===== src/rtl/uart_pkg.sv =====
// Shared definitions for the UART auto-baud controller and receiver helpers.
package uart_pkg;

   // Controller state encoding
   typedef enum logic [2:0] {
      S_IDLE       = 3'd0,
      S_WAIT_IDLE  = 3'd1,
      S_WAIT_START = 3'd2,
      S_MEASURE    = 3'd3,
      S_CHECK      = 3'd4
   } state_e;

   // Falling edges after the start edge that close the measured window
   localparam int SYNC_FALL_EDGES = 4;
   // Bit times spanned by the measured window
   localparam int SYNC_BIT_TIMES  = 8;
   // Window length is 16 ticks per bit times 8 bits, so divide by 128 (shift 7)
   localparam int DIV_SHIFT       = $clog2(16 * SYNC_BIT_TIMES);
   // Half of the divide step, for round-to-nearest
   localparam int DIV_ROUND       = 1 << (DIV_SHIFT - 1);
   // Smallest divisor the baud generator can run with
   localparam int MIN_DIVISOR     = 2;

endpackage


===== src/rtl/uart_rx_sync_edge.sv =====
// Two-flop synchroniser for the raw RX line plus rising/falling edge detection.
module uart_rx_sync_edge (
   input  logic clock,
   input  logic reset,
   input  logic rxd,
   output logic rxdSync,
   output logic riseEdge,
   output logic fallEdge
);

   logic meta_q, meta_d;
   logic sync_q, sync_d;
   logic prev_q, prev_d;

   // Shift the raw line through the synchroniser and keep the previous synced sample
   always_comb begin
      meta_d = rxd;
      sync_d = meta_q;
      prev_d = sync_q;
   end

   // Synchroniser and history flops; all idle-high out of reset so no edge fires
   always_ff @(posedge clock) begin
      if (reset) begin
         meta_q <= 1'b1;
         sync_q <= 1'b1;
         prev_q <= 1'b1;
      end else begin
         meta_q <= meta_d;
         sync_q <= sync_d;
         prev_q <= prev_d;
      end
   end

   assign rxdSync  = sync_q;
   assign riseEdge = sync_q & ~prev_q;
   assign fallEdge = ~sync_q & prev_q;

endmodule


===== src/rtl/uart_autobaud.sv =====
// Auto-baud controller: times a received 0x55 sync character and derives the
// x16 baud generator divisor from the span of 8 bit times.
module uart_autobaud
   import uart_pkg::*;
#(
   parameter int          IDLE_CYCLES     = 1024,
   parameter logic [15:0] DEFAULT_DIVISOR = 16'd27,
   parameter int          CNT_WIDTH       = 24
) (
   input  logic        clock,
   input  logic        reset,
   input  logic        rxd,
   input  logic        start,
   input  logic        abort,
   output logic [15:0] baudDivisor,
   output logic        divisorValid,
   output logic        busy,
   output logic        error
);

   localparam int CW = CNT_WIDTH;
   localparam int IW = (IDLE_CYCLES > 1) ? $clog2(IDLE_CYCLES) : 1;
   // Wide enough to hold the rounded quotient and to see values above 16 bits
   localparam int DW = (CNT_WIDTH + 1 > 17) ? CNT_WIDTH + 1 : 17;

   state_e          state_q, state_d;
   logic [IW-1:0]   idle_cnt_q, idle_cnt_d;
   logic [CW-1:0]   total_cnt_q, total_cnt_d;
   logic [CW-1:0]   seg_cnt_q, seg_cnt_d;
   logic [CW-1:0]   start_len_q, start_len_d;
   logic [CW-1:0]   t_q, t_d;
   logic [2:0]      fall_cnt_q, fall_cnt_d;
   logic            first_seg_q, first_seg_d;
   logic [15:0]     div_q, div_d;
   logic            valid_q, valid_d;
   logic            busy_q, busy_d;
   logic            error_q, error_d;

   logic            rxd_sync_s, rise_s, fall_s, edge_s;
   logic [CW-1:0]   seg_len_s;
   logic            seg_bad_s;
   logic [DW-1:0]   sum_s, d_full_s;
   logic            d_bad_s;

   uart_rx_sync_edge u_sync (
      .clock    (clock),
      .reset    (reset),
      .rxd      (rxd),
      .rxdSync  (rxd_sync_s),
      .riseEdge (rise_s),
      .fallEdge (fall_s)
   );

   assign edge_s    = rise_s | fall_s;
   assign seg_len_s = seg_cnt_q + CW'(1'b1);
   // A segment is rejected if it is under half or over twice the start bit
   assign seg_bad_s = ({seg_len_s, 1'b0} < {1'b0, start_len_q}) ||
                      ({1'b0, seg_len_s} > {start_len_q, 1'b0});
   assign sum_s     = DW'(t_q) + DW'(DIV_ROUND);
   assign d_full_s  = sum_s >> DIV_SHIFT;
   assign d_bad_s   = (d_full_s < DW'(MIN_DIVISOR)) || (d_full_s > DW'(17'h0_FFFF));

   // Next-state, counter and output logic for the detection sequence
   always_comb begin
      state_d     = state_q;
      idle_cnt_d  = idle_cnt_q;
      total_cnt_d = total_cnt_q;
      seg_cnt_d   = seg_cnt_q;
      start_len_d = start_len_q;
      t_d         = t_q;
      fall_cnt_d  = fall_cnt_q;
      first_seg_d = first_seg_q;
      div_d       = div_q;
      valid_d     = 1'b0;
      error_d     = error_q;

      case (state_q)
         S_IDLE: begin
            if (start) begin
               state_d    = S_WAIT_IDLE;
               error_d    = 1'b0;
               idle_cnt_d = {IW{1'b0}};
            end else begin
               state_d = S_IDLE;
            end
         end
         S_WAIT_IDLE: begin
            if (abort) begin
               state_d = S_IDLE;
            end else if (!rxd_sync_s) begin
               idle_cnt_d = {IW{1'b0}};
            end else if (idle_cnt_q == IW'(IDLE_CYCLES - 1)) begin
               state_d = S_WAIT_START;
            end else begin
               idle_cnt_d = idle_cnt_q + IW'(1'b1);
            end
         end
         S_WAIT_START: begin
            if (abort) begin
               state_d = S_IDLE;
            end else if (fall_s) begin
               state_d     = S_MEASURE;
               total_cnt_d = {CW{1'b0}};
               seg_cnt_d   = {CW{1'b0}};
               fall_cnt_d  = 3'd0;
               start_len_d = {CW{1'b0}};
               first_seg_d = 1'b1;
            end else begin
               state_d = S_WAIT_START;
            end
         end
         S_MEASURE: begin
            if (abort) begin
               state_d = S_IDLE;
            end else if (total_cnt_q == {CW{1'b1}}) begin
               error_d = 1'b1;
               state_d = S_IDLE;
            end else begin
               total_cnt_d = total_cnt_q + CW'(1'b1);
               seg_cnt_d   = seg_cnt_q + CW'(1'b1);
               if (edge_s) begin
                  seg_cnt_d = {CW{1'b0}};
                  if (first_seg_q) begin
                     start_len_d = seg_len_s;
                     first_seg_d = 1'b0;
                  end else if (seg_bad_s) begin
                     error_d = 1'b1;
                     state_d = S_IDLE;
                  end else if (fall_s) begin
                     fall_cnt_d = fall_cnt_q + 3'd1;
                     if (fall_cnt_q == 3'(SYNC_FALL_EDGES - 1)) begin
                        t_d     = total_cnt_q + CW'(1'b1);
                        state_d = S_CHECK;
                     end else begin
                        state_d = S_MEASURE;
                     end
                  end else begin
                     state_d = S_MEASURE;
                  end
               end else begin
                  state_d = S_MEASURE;
               end
            end
         end
         S_CHECK: begin
            state_d = S_IDLE;
            if (abort) begin
               div_d = div_q;
            end else if (d_bad_s) begin
               error_d = 1'b1;
            end else begin
               div_d   = d_full_s[15:0];
               valid_d = 1'b1;
            end
         end
         default: begin
            state_d = S_IDLE;
         end
      endcase

      busy_d = (state_d != S_IDLE);
   end

   // State and datapath registers with synchronous reset
   always_ff @(posedge clock) begin
      if (reset) begin
         state_q     <= S_IDLE;
         idle_cnt_q  <= {IW{1'b0}};
         total_cnt_q <= {CW{1'b0}};
         seg_cnt_q   <= {CW{1'b0}};
         start_len_q <= {CW{1'b0}};
         t_q         <= {CW{1'b0}};
         fall_cnt_q  <= 3'd0;
         first_seg_q <= 1'b1;
         div_q       <= DEFAULT_DIVISOR;
         valid_q     <= 1'b0;
         busy_q      <= 1'b0;
         error_q     <= 1'b0;
      end else begin
         state_q     <= state_d;
         idle_cnt_q  <= idle_cnt_d;
         total_cnt_q <= total_cnt_d;
         seg_cnt_q   <= seg_cnt_d;
         start_len_q <= start_len_d;
         t_q         <= t_d;
         fall_cnt_q  <= fall_cnt_d;
         first_seg_q <= first_seg_d;
         div_q       <= div_d;
         valid_q     <= valid_d;
         busy_q      <= busy_d;
         error_q     <= error_d;
      end
   end

   assign baudDivisor  = div_q;
   assign divisorValid = valid_q;
   assign busy         = busy_q;
   assign error        = error_q;

endmodule


===== config.mk =====
export PLATFORM = sky130hd
export DESIGN_NAME = uart_autobaud
export DESIGN_NICKNAME = d
export VERILOG_FILES = /design/src/rtl/uart_pkg.sv /design/src/rtl/uart_rx_sync_edge.sv /design/src/rtl/uart_autobaud.sv
export SDC_FILE = /design/constraint.sdc
export NUM_CORES = 1
export LEC_CHECK = 0
export CAP_MARGIN = 25
export CORE_MARGIN = 2
export CORE_UTILIZATION = 25
export CTS_CLUSTER_DIAMETER = 100
export DETAILED_ROUTE_END_ITERATION = 16
export PLACE_DENSITY = 0.49
export SYNTH_ARGS = -nofsm -noshare
export SYNTH_HDL_FRONTEND = slang
export SYNTH_SLANG_ARGS = --single-unit

===== constraint.sdc =====
create_clock -name clock -period 6 [get_ports clock]
set_input_delay 1.2 -clock clock [delete_from_list [all_inputs] [get_ports clock]]
set_output_delay 1.2 -clock clock [all_outputs]
set_load 0.005 [all_outputs]

==> flow_metrics.env <==
export IMPL_synth_avg_cell_area_um2=8.23
export IMPL_rsz_0062_raised_after_global_routing="no"
export IMPL_rr_worst_depth=16
export IMPL_die_x_um=177
export IMPL_floorplan_die_height_um=177
export IMPL_fmaxAchievable_mhz=199
export IMPL_path_max_fanout=34
export IMPL_drcViolationCount=0
export IMPL_post_cts_hold_buffer_count=0
export IMPL_worst_path_dominant_cell_family="simple AND/OR/NAND/NOR gates"
export IMPL_arrival_ns=5.30
export IMPL_cts_htree_levels=4
export IMPL_grt_pass1_vias=6085
export IMPL_synth_largest_type_area_fraction_pct=34.5
export IMPL_critPathLaunchType="register"
export IMPL_min_delay_worst_endpoint="fall_cnt_q[2]"
export IMPL_via_count=6283
export IMPL_proportion_of_layout_cells_with_a_drive_suffix_above_1_pct=8.45
export IMPL_post_layout_nonfiller_instances=1313
export IMPL_cts_post_setup_buffers_inserted=0
export IMPL_std_cell_core_area_um2=29600
export IMPL_finalWeightedCongestion=0.807
export IMPL_synth_ff_latch_count=129
export IMPL_rows=63
export IMPL_synth_edf_count=0
export IMPL_grt_antenna_before_repair=0
export IMPL_postSynthCellCount=911
export IMPL_cp_end_kind="register"
export IMPL_timing_max_transition_violations_final=0
export IMPL_pre_cts_ws_ns=0.932
export IMPL_final_hold_violating_endpoints=0
export IMPL_timing_critical_path_cells="ha_1 > nand2_1 > nor3_1 > nand2_1 > nor2_1 > nand3_1 > xnor2_1 > ha_1 > nand4b_4 > nor4_2 > nand3_1 > or4_1 > a2111oi_4 > buf_4 > mux2i_1 > nor2_1"
export IMPL_proportion_of_synthesized_flip_flops_having_asynchronous_set_or_reset_pct=0
export IMPL_yosysTopAreaCell="sky130_fd_sc_hd__dfxtp_1"
export IMPL_drt_total_wl_mm=18.7
export IMPL_pin_count_of_the_biggest_net_entering_global_routing=75
export IMPL_placedCellCount=1279
export IMPL_timing_max_slew_rel_slack_pct=39.7
export IMPL_yosys_warnings=0
export IMPL_postLayoutCoreUtil_pct=29.3
export IMPL_clock_insertion_delay_worst_skew_ns=0.43
export IMPL_worstPathRequired_ns=6.28
export IMPL_drt_initial_drc_count=363
export IMPL_average_routed_wire_per_standard_cell_um=14.3
export IMPL_outcome="finished clean"
export IMPL_area_growth_syn_to_layout_pct=15.7
export IMPL_seq_area_frac_synth_pct=34.5
export IMPL_worst_hold_startpoint="fall_cnt_q[2]"
export IMPL_insertedDiodeCount=0
export IMPL_avgViaCountPerCell=4.79
export IMPL_worstHoldPathType="register to register"
export IMPL_final_period_utilization_pct=83.7
export IMPL_detail_route_antenna_nets=0
export IMPL_powerDensity_nw_per_um2=224
export IMPL_worstReg2RegStart="seg_cnt_q[0]"
export IMPL_regToRegSetupSlack_ns=0.98
export IMPL_layout_nets=968
export IMPL_delay_of_the_slowest_cell_on_the_worst_path_ns=0.59
export IMPL_syn_nets=969
export IMPL_r2r_end="t_q[12]"
export IMPL_clk_root_buffer_cell="sky130_fd_sc_hd__clkbuf_16"
export IMPL_num_io_pins=24
export IMPL_hold_critical_path_depth=2
export IMPL_timing_worst_slew_pin_value_ns=0.904
export IMPL_setup_ws_ns=0.980
export IMPL_ctsLongestPathBuffers=2
export IMPL_globalRouteTotalUtil_pct=12.5
export IMPL_port_buffers=23
export IMPL_finalWorstPathRequiredPeriod_ns=5.02
export IMPL_globalRouteOverflowTotal=0
export IMPL_ir_worst_vdd_mv=0.166
export IMPL_grt_first_pass_wirelength_mm=31.5
export IMPL_path_class="register to register"
export IMPL_finalSetupTns_ns=0
export IMPL_cts_repair_resize_count=0
export IMPL_mapped_area_um2=7490
export IMPL_layout_cells_most_common_list="129 x sky130_fd_sc_hd__dfxtp_1, 125 x sky130_fd_sc_hd__nor2_1, 74 x sky130_fd_sc_hd__nand2_1, 62 x sky130_fd_sc_hd__a21oi_1, 53 x sky130_fd_sc_hd__ha_1"
export IMPL_timing_max_cap_violations=0
export IMPL_hpwl_mm=13.0
export IMPL_detailedRoute_firstPassIterationCount=4
export IMPL_synth_area_top_cells="sky130_fd_sc_hd__dfxtp_1 34%, sky130_fd_sc_hd__ha_1 8.8%, sky130_fd_sc_hd__nor2_1 6.3%"
export IMPL_cts_reportedPaths_clkPinSlew_ns=0.06
export IMPL_fin_total_pwr_uw=1940
export IMPL_cts_made_buffers=17
export IMPL_synth_ff_type="sky130_fd_sc_hd__dfxtp_1"
export IMPL_cts_tree="built"
export IMPL_numClockSinks=129
export IMPL_start_util_pct=25.4
export IMPL_worst_path_buf_inv=1
export IMPL_layout_cells_most_common="sky130_fd_sc_hd__dfxtp_1"
export IMPL_fp_dieArea_um2=31400
export IMPL_final_setup_viol_count=0
export IMPL_worst_path_slowest_cell="sky130_fd_sc_hd__or4_1"
export IMPL_synth_distinct_cells=65
export IMPL_p_leak_uw=0.00297
export IMPL_fin_worst_skew_ns=0.0149
==> routing by layer <==
layer / wire length [um] / up-vias / track usage, %
met2: 8710 / 80 / 20.3
li1: - / 3237 / -
met1: 9260 / 2945 / 16.6
met4: 269 / 0 / 3.96
met5: 0 / - / 0
met3: 504 / 21 / 2.58
==> worst max-delay path by stage <==
stage,start,end,slack (ns),cells after the start
after floorplan,seg_cnt_q[0],t_q[22],1.73,17
after global placement,seg_cnt_q[0],t_q[12],1.08,16
after detailed placement,seg_cnt_q[0],t_q[12],0.93,16
after CTS,seg_cnt_q[0],t_q[12],0.91,16
after global routing,seg_cnt_q[0],t_q[12],0.56,16
final,seg_cnt_q[0],t_q[12],0.98,16
==> area by class of cell <==
| class | instances | area (um2) |
|---|---|---|
| clock buffer | 18 | 439 |
| fill | 3136 | 20900 |
| inverter | 35 | 131 |
| tap | 390 | 488 |
| multi-input combinational | 694 | 4550 |
| clock inverter | 14 | 144 |
| sequential | 129 | 2580 |
| timing repair buffer | 33 | 330 |
==> worst reg2reg max path, delay by kind of cell (launching register included) <==
family                   cells  cell delay, ns
AND/OR/NAND/NOR             10            2.44
adder cells (fa/ha/maj)      2            0.71
flip-flops                   1            0.45
buffers and inverters        1            0.44
AO/OA/AOI/OAI                1            0.37
multiplexers                 1            0.27
XOR/XNOR                     1            0.21
==> synthesized netlist by cell type (3+ instances only) <==
| cell type | count |
|---|---|
| sky130_fd_sc_hd__a211oi_1 | 14 |
| sky130_fd_sc_hd__a211oi_2 | 14 |
| sky130_fd_sc_hd__a21o_1 | 8 |
| sky130_fd_sc_hd__a21oi_1 | 63 |
| sky130_fd_sc_hd__a22oi_1 | 26 |
| sky130_fd_sc_hd__a31oi_1 | 7 |
| sky130_fd_sc_hd__and2_1 | 7 |
| sky130_fd_sc_hd__and3_1 | 14 |
| sky130_fd_sc_hd__and4_1 | 7 |
| sky130_fd_sc_hd__buf_2 | 10 |
| sky130_fd_sc_hd__buf_6 | 3 |
| sky130_fd_sc_hd__clkbuf_1 | 39 |
| sky130_fd_sc_hd__dfxtp_1 | 129 |
| sky130_fd_sc_hd__ha_1 | 53 |
| sky130_fd_sc_hd__inv_1 | 35 |
| sky130_fd_sc_hd__mux2i_1 | 13 |
| sky130_fd_sc_hd__nand2_1 | 74 |
| sky130_fd_sc_hd__nand2b_1 | 3 |
| sky130_fd_sc_hd__nand3_1 | 49 |
| sky130_fd_sc_hd__nand3b_1 | 5 |
| sky130_fd_sc_hd__nand4_1 | 26 |
| sky130_fd_sc_hd__nor2_1 | 126 |
| sky130_fd_sc_hd__nor3_1 | 19 |
| sky130_fd_sc_hd__nor3b_1 | 6 |
| sky130_fd_sc_hd__nor4_1 | 9 |
| sky130_fd_sc_hd__o21ai_0 | 29 |
| sky130_fd_sc_hd__or2_2 | 6 |
| sky130_fd_sc_hd__or3_1 | 7 |
| sky130_fd_sc_hd__xnor2_1 | 46 |
| sky130_fd_sc_hd__xor2_1 | 23 |
==> state kept, by name, summed over array words and instances, names as in the netlist, 3 cells and up <==
signal       count
state_q          3
t_q             18
seg_cnt_q       24
idle_cnt_q      10
total_cnt_q     24
fall_cnt_q       3
baudDivisor     16
start_len_q     24
==> power by group <==
group          switching, uW  internal [uW]  total (uW)
sequential              3.34            859         862
clock                    445            596        1040
combinational           25.3           9.91        35.2
total                    474           1470        1940
==> per-stage QoR <==
step                      hold WS [ns]  instance area [um2]
final                            0.466                 8670
after global placement           0.453                 8040
after detailed placement         0.461                 8040
after CTS                        0.469                 8630
after global routing             0.504                 8670
after floorplan                  0.389                 7490
==> kinds of logic after synthesis <==
group	share of synthesized area (%)
buf+inv	4.93
simple gates	24.8
fa+ha+maj	8.85
compound gates	16.8
flops	34.5
xor+xnor	8.28
mux	1.89
Note: power is estimated with default switching activity, not from simulation.
